--- src/rtl/comp_minmax_tracker.sv ---
// rtl/comp_minmax_tracker.sv - per-frame running max/min tracker with indices and beat count
// Optional build macro: MINMAX_TIE_LAST_EN (equal samples move the index, so the last occurrence wins)
module comp_minmax_tracker #(
  parameter int IN  = 16,
  parameter int CNT = 8
) (
  input  logic           clk,
  input  logic           rst_n,
  input  logic           in_valid,
  output logic           in_ready,
  input  logic [IN-1:0]  in_data,
  input  logic           in_last,
  output logic           res_valid,
  input  logic           res_ready,
  output logic [IN-1:0]  max_val,
  output logic [IN-1:0]  min_val,
  output logic [CNT-1:0] max_idx,
  output logic [CNT-1:0] min_idx,
  output logic [CNT-1:0] count,
  output logic           ovf
);

  typedef enum logic [1:0] {IDLE, ACCUM, DONE} state_t;

  state_t state, state_nxt;
  logic   acc;
  logic   g_max, e_max, l_min, e_min;
  logic   sat;

  assign acc = in_valid && in_ready;

  // comparator decisions against the extremes held before this beat
  assign g_max = in_data >  max_val;
  assign e_max = in_data == max_val;
  assign l_min = in_data <  min_val;
  assign e_min = in_data == min_val;
  assign sat   = &count;

  always_ff @(posedge clk or negedge rst_n) begin
    if (!rst_n) state <= IDLE;
    else        state <= state_nxt;
  end

  // in_ready is gated by rst_n so it reads 0 while reset is held
  always_comb begin
    state_nxt = state;
    in_ready  = 1'b0;
    res_valid = 1'b0;
    case (state)
      IDLE: begin
        in_ready = rst_n;
        if (acc) state_nxt = in_last ? DONE : ACCUM;
      end
      ACCUM: begin
        in_ready = rst_n;
        if (acc && in_last) state_nxt = DONE;
      end
      DONE: begin
        res_valid = 1'b1;
        if (res_ready) state_nxt = IDLE;
      end
      default: state_nxt = IDLE;
    endcase
  end

  always_ff @(posedge clk or negedge rst_n) begin
    if (!rst_n) begin
      max_val <= '0;
      min_val <= '0;
      max_idx <= '0;
      min_idx <= '0;
      count   <= '0;
      ovf     <= 1'b0;
    end else if (acc) begin
      if (state == IDLE) begin
        max_val <= in_data;
        min_val <= in_data;
        max_idx <= '0;
        min_idx <= '0;
        count   <= {{(CNT-1){1'b0}}, 1'b1};
        ovf     <= 1'b0;
      end else begin
`ifdef MINMAX_TIE_LAST_EN
        if (g_max || e_max) begin
          max_val <= in_data;
          max_idx <= count;
        end
        if (l_min || e_min) begin
          min_val <= in_data;
          min_idx <= count;
        end
`else
        if (g_max) begin
          max_val <= in_data;
          max_idx <= count;
        end
        if (l_min) begin
          min_val <= in_data;
          min_idx <= count;
        end
`endif
        // count saturates at all-ones; the index captured there is all-ones too
        if (sat) ovf   <= 1'b1;
        else     count <= count + 1'b1;
      end
    end
  end

endmodule

--- config.mk ---
export PLATFORM = sky130hd
export DESIGN_NAME = comp_minmax_tracker
export DESIGN_NICKNAME = d
export VERILOG_FILES = /design/src/rtl/comp_minmax_tracker.sv
export SDC_FILE = /design/constraint.sdc
export NUM_CORES = 1
export LEC_CHECK = 0
export ABC_AREA = 1
export CAP_MARGIN = 30
export CORE_MARGIN = 3
export CORE_UTILIZATION = 30
export DETAILED_ROUTE_END_ITERATION = 10
export RECOVER_POWER = 100
export SLEW_MARGIN = 10
export SYNTH_ARGS = -nofsm -noshare
export SYNTH_HDL_FRONTEND = slang
export SYNTH_SLANG_ARGS = --single-unit
--- constraint.sdc ---
create_clock -name clk -period 2.5 [get_ports clk]
set_clock_uncertainty 0.15 [all_clocks]
set_input_delay 0.25 -clock clk [delete_from_list [all_inputs] [get_ports clk]]
set_output_delay 0.25 -clock clk [all_outputs]
set_load 0.05 [all_outputs]
==> impl_metrics.toml, run 1 <==
[critical_path]
path_depth = 2
crit_fanout = 5
rr_worst_depth = 10
cp.required_ps = 2100
startpoint_type = "flip-flop"
crit_buf_inv = 1
max_stage_delay_ps = 900
arrival_ps = 1970
crit_type = "flip-flop to output pin"
critical-path-top-delay-family = "buffers and inverters"
slowest_stage = "dlygate4sd3_1"
worstSetupEndpointType = "output pin"
crit_chain = "nor2_1 -> dlygate4sd3_1"

[power]
seqPwrFrac_pct = 26.2
total_power_mw = 5.673
cellInternalPower_mw = 3.117
powerDensity_nw_per_um2 = 1193
p_sw_share_pct = 45.05
ir_worst_vdd_uv = 312.7
p_comb_share_pct = 47.4
p_clk_share_pct = 26.4
power.net_switching_mw = 2.556
power_leakage_nw = 2.525

[status]
status = "finished, violations left"
violations = "max-capacitance violations, max-slew violations"

[global_route]
grt_max_degree = 60
grt-ovfl-total = 0
grt_pass1_wl_um = 16230
antenna_found_initial = 0
grt_pass1_vias = 3217
gr-usage-all-layers_pct = 15.61

[routing]
routed_wl_um = 9772
detail-route-antenna-nets = 0
first_pass_iters = 4
first_iter_violations = 164
wire_per_inst_um = 14.61
drc_errors = 0
via_per_inst = 4.719
dr_total_vias = 3157

[layout]
multi_input_area_um2 = 1677
final_core_util_pct = 41.30
nets = 574
nFillCells = 1150
final_layout_size_suffix_gt1_share_pct = 8.175
diodes = 0
seq_area_um2 = 1476
final_cells = 669
syn_to_final_growth_pct = 33.56

[floorplan]
row_count = 39
die_h_um = 115.0
die_x_um = 115.0
start_util_pct = 30.92
core_um2 = 11520
ios = 80
die_area_um2 = 13210

[synth]
syn-num-nets = 488
ys_seq_elements = 59
synthCells = 435
yosysSeqAreaShare_pct = 41.46
ys_types = 34
synth.avg_cell_area_um2 = 8.186
yosysWarnings = 0
synth_area_um2 = 3561

[clock_network]
cts_tree = "done"
cts_buffers = 9
ctsRootBufferMaster = "clkbuf_16"
clkLatencyLatePin_ps = 330
cts_hold_buffers = 0
clockBufferDepth = 2
cts_setup_buffers = 0
htreeDepth = 3
clk_pin_slew_ps = 50
post_cts_resized = 0
numClockSinks = 59

[timing]
report.final.setup_viol = 0
fmax_ghz = 0.4212
tightestPinTransition_ps = 1545
whs_ps = 347.3
rsz0062_at_grt = "no"
min_period_ps = 2374
drv_slew = 60
fin_tns_setup_ps = 0
fin_crit_sh_pct = 94.98
maxSlewHeadroom_pct = -3.012
hold_viol_final = 0

[hold_path]
hold_class = "flip-flop to flip-flop"
min_path_cells = 2

[placed_design]
place_hpwl_um = 7077
port_buffers = 79
gp_congestion = 0.8235
dp.cells = 653

[job]
cap_violations = 1
[placed cells by master, fill, tap and decap left out, types with 2 or more instances in the layout]
cell,n
a21oi_1,12
buf_4,5
bufinv_16,3
clkbuf_1,2
clkbuf_16,9
clkbuf_2,3
clkbuf_8,3
clkdlybuf4s50_1,18
dfrtp_1,59
dlygate4sd3_1,59
ha_1,32
inv_1,52
inv_2,4
nand2_1,146
nand2_2,2
nand2_4,2
nand3_1,56
nand3_2,2
nand4_1,3
nor2_1,22
nor3_1,3
o21ai_0,11
o31ai_1,3
xor2_1,2
[Yosys cell counts]
cell type | count | area (um2)
nand4_1 | 3 | 18.77
o21ai_4 | 1 | 16.27
and3_4 | 1 | 11.26
buf_8 | 1 | 15.01
nand2_8 | 1 | 20.02
a21oi_4 | 1 | 16.27
xor2_1 | 2 | 17.52
clkinv_1 | 1 | 3.750
inv_2 | 5 | 18.77
nor2_1 | 21 | 78.83
nand2_4 | 3 | 33.78
nand2_2 | 3 | 18.77
inv_4 | 1 | 6.260
a21oi_1 | 12 | 60.06
buf_2 | 4 | 20.02
buf_4 | 1 | 7.510
o21ai_1 | 7 | 35.03
nor3_1 | 3 | 15.01
nand3_1 | 48 | 240.2
nand3_2 | 10 | 100.1
nor2_8 | 1 | 20.02
o21ai_0 | 4 | 20.02
a21o_1 | 1 | 7.510
buf_6 | 5 | 56.30
inv_1 | 51 | 191.4
nor2_4 | 1 | 11.26
dfrtp_1 | 59 | 1476
ha_1 | 32 | 400.4
nand3_4 | 1 | 17.52
inv_8 | 1 | 11.26
buf_12 | 1 | 20.02
nor2_2 | 2 | 12.51
o31ai_1 | 3 | 22.52
nand2_1 | 144 | 540.5
[tightest hold or removal path: cells and delay by family (launching register included)]
kind          cells  cell delay [ps]
flops             1              340
simple gates      2              130
[flip-flops by register name, summed over array words and instances, names as in the netlist]
name	flops
max_val	16
min_val	16
count	8
max_idx	8
min_idx	8
state	2
ovf	1
[cell families after synthesis]
family | Yosys count | share of synthesized area [%]
AND/OR/NAND/NOR | 242 | 31.97
XOR/XNOR | 2 | 0.4920
adder cells (fa/ha/maj) | 32 | 11.24
AO/OA/AOI/OAI | 29 | 4.990
buffers and inverters | 71 | 9.838
flip-flops | 59 | 41.46
[metal layers]
layer	vias up	GRT usage, %	wire [um]
met2	96	25.19	4626
met1	1491	20.60	4564
li1	1560	-	-
met3	10	3.842	459
met5	-	0	0
met4	0	5.008	123
[stage by stage]
step	instance area, um2	worst slack [ps]
floorplan	3561	347.1
finish	4756	125.6
global route	4756	61.74
detailed placement	4477	-42.14
CTS	4838	195.8
global placement	4477	14.90
[power by group through the flow]
stage | sequential (mW) | clock (mW) | combinational, mW
final | 1.49 | 1.50 | 2.69
after global placement | 1.51 | 0 | 2.79
after CTS | 1.51 | 1.53 | 2.85
after detailed placement | 1.52 | 0 | 2.84
after global routing | 1.53 | 1.57 | 2.94
after floorplan | 2.42 | 0 | 1.01
[area by class of cell]
cell class	instances	share of cell area, %
inverter	59	4.867
tap	143	3.762
timing repair buffer	87	17.47
clock buffer	12	5.604
clock inverter	4	1.999
multi-input combinational	305	35.25
sequential	59	31.04
[final timing paths]
kind / from / endpoint / slack (ps)
worst max-delay path: state[0]$_DFFE_PN0P_ / res_valid / 130
worst min-delay path: min_idx[2]$_DFFE_PN0P_ / min_idx[2]$_DFFE_PN0P_ / 350
worst max register to register: count[0]$_DFFE_PN0P_ / count[1]$_DFFE_PN0P_ / 310
worst min register to register: min_idx[2]$_DFFE_PN0P_ / min_idx[2]$_DFFE_PN0P_ / 350
max in group asynchronous: rst_n / min_val[15]$_DFFE_PN0P_ / 860
min in group asynchronous: rst_n / max_val[2]$_DFFE_PN0P_ / 390
(Power assumes the default switching activity.)
==> run 2: changes to the inputs <==
- CORE_UTILIZATION: 30 -> 28
==> impl_metrics.toml, run 2 (synthesized netlist as in run 1, its figures left out) <==
[power]
power.net_switching_mw = 2.526
p_clk_share_pct = 26.2
powerDensity_nw_per_um2 = 1163
p_sw_share_pct = 44.67
cellInternalPower_mw = 3.128
ir_worst_vdd_uv = 417.1
p_comb_share_pct = 47.6
seqPwrFrac_pct = 26.2
power_leakage_nw = 2.548

[layout]
final_cells = 697
reg_top3 = "max_val: 16 flops, min_val: 16 flops"
final_core_util_pct = 39.82
diodes = 0
syn_to_final_growth_pct = 36.54
nets = 577
final_cell_mix = "144 x nand2_1, 59 x dfrtp_1, 59 x dlygate4sd3_1"
layout_commonest_cell = "nand2_1"
final_layout_size_suffix_gt1_share_pct = 10.59
fin_area_um2 = 4862

[floorplan]
core_um2 = 12210
start_util_pct = 29.16
ios = 80
row_count = 40
die_h_um = 118.8
die_x_um = 118.8
die_area_um2 = 14110

[job]
cap_violations = 1

[routing]
via_per_inst = 4.439
dr_total_vias = 3094
routed_wl_um = 9363
detail-route-antenna-nets = 0
first_pass_iters = 4
first_iter_violations = 197
drc_errors = 0
wire_per_inst_um = 13.43

[global_route]
grt_pass1_vias = 3161
grt_pass1_wl_um = 15690
grt-ovfl-total = 0
gr-usage-all-layers_pct = 13.83
antenna_found_initial = 0
grt_max_degree = 60

[hold_path]
hold_class = "input pin to flip-flop"

[status]
status = "finished, violations left"
violations = "max-capacitance violations, max-slew violations"

[timing]
tightestPinTransition_ps = 1509
report.final.setup_viol = 0
hold_viol_final = 0
fin_tns_setup_ps = 0
fmax_ghz = 0.4412
fin_crit_sh_pct = 90.66
maxSlewHeadroom_pct = -0.5906
min_period_ps = 2266
drv_slew = 60
rsz0062_at_grt = "no"

[clock_network]
cts_hold_buffers = 0
htreeDepth = 3
numClockSinks = 59
ctsRootBufferMaster = "clkbuf_16"
cts_buffers = 9
cts_tree = "done"
post_cts_resized = 0
cts_setup_buffers = 0
clkLatencyLatePin_ps = 320
clk_pin_slew_ps = 50
clockBufferDepth = 2

[critical_path]
crit_buf_inv = 1
crit_chain = "nor2_1 -> dlygate4sd3_1"
crit_type = "flip-flop to output pin"
critical-path-top-delay-family = "buffers and inverters"
arrival_ps = 1870
max_stage_delay_ps = 880
worstSetupEndpointType = "output pin"
slowest_stage = "dlygate4sd3_1"
cp.required_ps = 2100
startpoint_type = "flip-flop"
crit_fanout = 5

[placed_design]
port_buffers = 79
dp.cells = 681
place_area_um2 = 4518
gp_congestion = 0.8375
place_hpwl_um = 6841
run 2: changes by cell type in the layout (fill, tap and decap cells not counted), moves of 2 or more:
| cell | delta |
|---|---|
| nand3_1 | -8 |
| nand3_2 | +8 |
| nand2_1 | -2 |
| buf_4 | +4 |
run 2: per-stage QoR:
step                setup WS, ps  power [mW]  hold WS [ps]
floorplan                  347.1       3.429        -195.6
global placement           153.5       4.306         333.0
detailed placement         130.5       4.338         338.7
CTS                        276.8       5.851         35.41
global route               117.7       6.032         333.4
finish                     233.5       5.655         340.3
run 2: worst register-to-register path: cells and delay by family (launching register included):
kind	cells	cell delay, ps
adder cells (fa/ha/maj)	1	290
AND/OR/NAND/NOR	8	800
flip-flops	1	370
buffers and inverters	2	370
run 2: per-layer routing:
layer  part of all wire [%]  track usage, %  wire length (um)  vias up
li1                       -               -                 -     1570
met1                     46           18.22              4271     1407
met4                    1.0           3.765                97        0
met3                    8.0           4.928               752       10
met2                     45           21.49              4241      107
met5                      0               0                 0        -
run 2: area by class of cell:
type / count / area (um2)
clock buffers: 12 / 266.5
clock inverters: 4 / 95.09
fillers: 1246 / 7350
inverters: 59 / 231.5
multi-input cells: 305 / 1727
flip-flops and latches: 59 / 1476
well taps: 168 / 210.2
repair buffers: 90 / 855.8
run 2: final timing paths:
| check | slack, ps | to | from | cells past startpoint |
|---|---|---|---|---|
| hold reg to reg | 340 | min_idx[0]$_DFFE_PN0P_ | min_idx[0]$_DFFE_PN0P_ | 2 |
| setup / recovery | 230 | res_valid | state[0]$_DFFE_PN0P_ | 2 |
| min in group asynchronous | 350 | state[1]$_DFFE_PN0P_ | rst_n | 2 |
| setup reg to reg | 450 | max_val[1]$_DFFE_PN0P_ | max_val[15]$_DFFE_PN0P_ | 11 |
| max in group asynchronous | 950 | max_val[11]$_DFFE_PN0P_ | rst_n | 2 |
| hold / removal | 340 | state[1]$_DFFE_PN0P_ | res_ready | 2 |
run 2: power groups by stage:
stage	combinational [mW]	clock [mW]	sequential, mW
4_1_cts	2.84	1.51	1.50
2_1_floorplan	1.01	0	2.42
5_1_grt	2.95	1.55	1.53
3_3_place_gp	2.79	0	1.51
3_5_place_dp	2.83	0	1.51
6_report	2.69	1.48	1.48
==> run 3: changes to the inputs <==
- RECOVER_POWER: 100 -> unset
==> impl_metrics.toml, run 3 (synthesized netlist as in run 1, its figures left out) <==
[status]
status = "finished, violations left"
violations = "negative hold slack"

[clock_network]
post_cts_resized = 0
numClockSinks = 59
htreeDepth = 3
cts_setup_buffers = 0
clk_pin_slew_ps = 50
ctsRootBufferMaster = "clkbuf_16"
cts_buffers = 9
cts_hold_buffers = 0
cts_tree = "done"
clkLatencyLatePin_ps = 320
clockBufferDepth = 2

[power]
p_sw_share_pct = 44.03
power_leakage_nw = 2.429
seqPwrFrac_pct = 25.9
p_clk_share_pct = 25.6
power.net_switching_mw = 2.544
p_comb_share_pct = 48.4
total_power_mw = 5.778
ir_worst_vdd_uv = 424.8
cellInternalPower_mw = 3.234
powerDensity_nw_per_um2 = 1184

[routing]
first_iter_violations = 225
wire_per_inst_um = 13.43
drc_errors = 0
routed_wl_um = 9364
dr_total_vias = 3088
via_per_inst = 4.430
first_pass_iters = 4
detail-route-antenna-nets = 0

[timing]
whs_ps = -0.7827
hold_viol_final = 1
maxSlewHeadroom_pct = 49.64
min_period_ps = 2205
report.final.setup_viol = 0
fin_tns_setup_ps = 0
drv_slew = 0
fin_crit_sh_pct = 88.20
rsz0062_at_grt = "no"
fmax_ghz = 0.4535
tightestPinTransition_ps = 755.5

[global_route]
gr-usage-all-layers_pct = 13.83
grt_pass1_wl_um = 15690
grt-ovfl-total = 0
grt_pass1_vias = 3161
grt_max_degree = 60
antenna_found_initial = 0

[floorplan]
die_h_um = 118.8
die_x_um = 118.8
ios = 80
core_um2 = 12210
die_area_um2 = 14110
start_util_pct = 29.16
row_count = 40

[placed_design]
dp.cells = 681
place_hpwl_um = 6841
port_buffers = 79
gp_congestion = 0.8375
place_area_um2 = 4518

[layout]
layout_commonest_cell = "nand2_1"
final_cells = 697
final_layout_size_suffix_gt1_share_pct = 11.53
fin_area_um2 = 4880
syn_to_final_growth_pct = 37.03
nets = 577
reg_top3 = "max_val: 16 flops, min_val: 16 flops"
final_cell_mix = "144 x nand2_1, 77 x clkdlybuf4s50_1, 59 x dfrtp_1"
diodes = 0

[critical_path]
arrival_ps = 1800
crit_type = "flip-flop to output pin"
startpoint_type = "flip-flop"
crit_fanout = 5
cp.required_ps = 2100
worstSetupEndpointType = "output pin"

[hold_path]
hold_class = "input pin to async pin"

[job]
cap_violations = 0
==> run 3: cell count changes in the layout (fill, tap and decap cells not counted), sizes merged <==
cell           delta
buf               +4
clkbuf            -4
dlygate4sd3      -59
clkdlybuf4s50    +59
==> run 3: power by group through the flow <==
| stage | Sequential [mW] | Combinational, mW | Clock (mW) |
|---|---|---|---|
| 2_1_floorplan | 2.42 | 1.01 | 0 |
| 3_3_place_gp | 1.51 | 2.79 | 0 |
| 3_5_place_dp | 1.51 | 2.83 | 0 |
| 4_1_cts | 1.50 | 2.84 | 1.51 |
| 5_1_grt | 1.54 | 3.06 | 1.55 |
| 6_report | 1.50 | 2.80 | 1.48 |
==> run 3: final timing paths <==
path	end	from	slack [ps]	cells past startpoint
min in group clk	state[1]$_DFFE_PN0P_	rst_n	310	4
max in group asynchronous	max_val[15]$_DFFE_PN0P_	rst_n	1710	2
worst max register to register	max_idx[4]$_DFFE_PN0P_	max_val[15]$_DFFE_PN0P_	520	11
worst max-delay path	res_valid	state[0]$_DFFE_PN0P_	300	2
worst min register to register	min_idx[0]$_DFFE_PN0P_	min_idx[0]$_DFFE_PN0P_	350	2
worst min-delay path	state[1]$_DFFE_PN0P_	rst_n	-0.8	2
==> run 3: per-layer routing <==
| layer | vias up | global-route usage (%) | wire (um) |
|---|---|---|---|
| li1 | 1565 | - | - |
| met1 | 1423 | 18.22 | 4364 |
| met2 | 92 | 21.49 | 4237 |
| met3 | 8 | 4.928 | 685 |
| met4 | 0 | 3.765 | 77 |
| met5 | - | 0 | 0 |
==> run 3: final cells by class <==
cell class,instances,area [um2]
Clock buffer,12,266.5
Clock inverter,4,95.09
Fill cell,1243,7332
Inverter,59,231.5
Multi-Input combinational cell,305,1734
Sequential cell,59,1476
Tap cell,168,210.2
Timing Repair Buffer,90,865.8
==> run 3: per-stage QoR <==
stage	utilization (%)	setup slack [ps]	hold WS, ps
3_3_place_gp	37.00	153.5	333.0
5_1_grt	39.96	229.8	82.31
6_report	39.96	295.1	-0.7827
4_1_cts	39.96	276.8	35.41
3_5_place_dp	37.00	130.5	338.7
2_1_floorplan	-	347.1	-195.6
==> run 3: critical path: stages, from the launching register on <==
cell and delay (ps):
dfrtp_1 510, nor2_1 150, clkdlybuf4s50_1 810
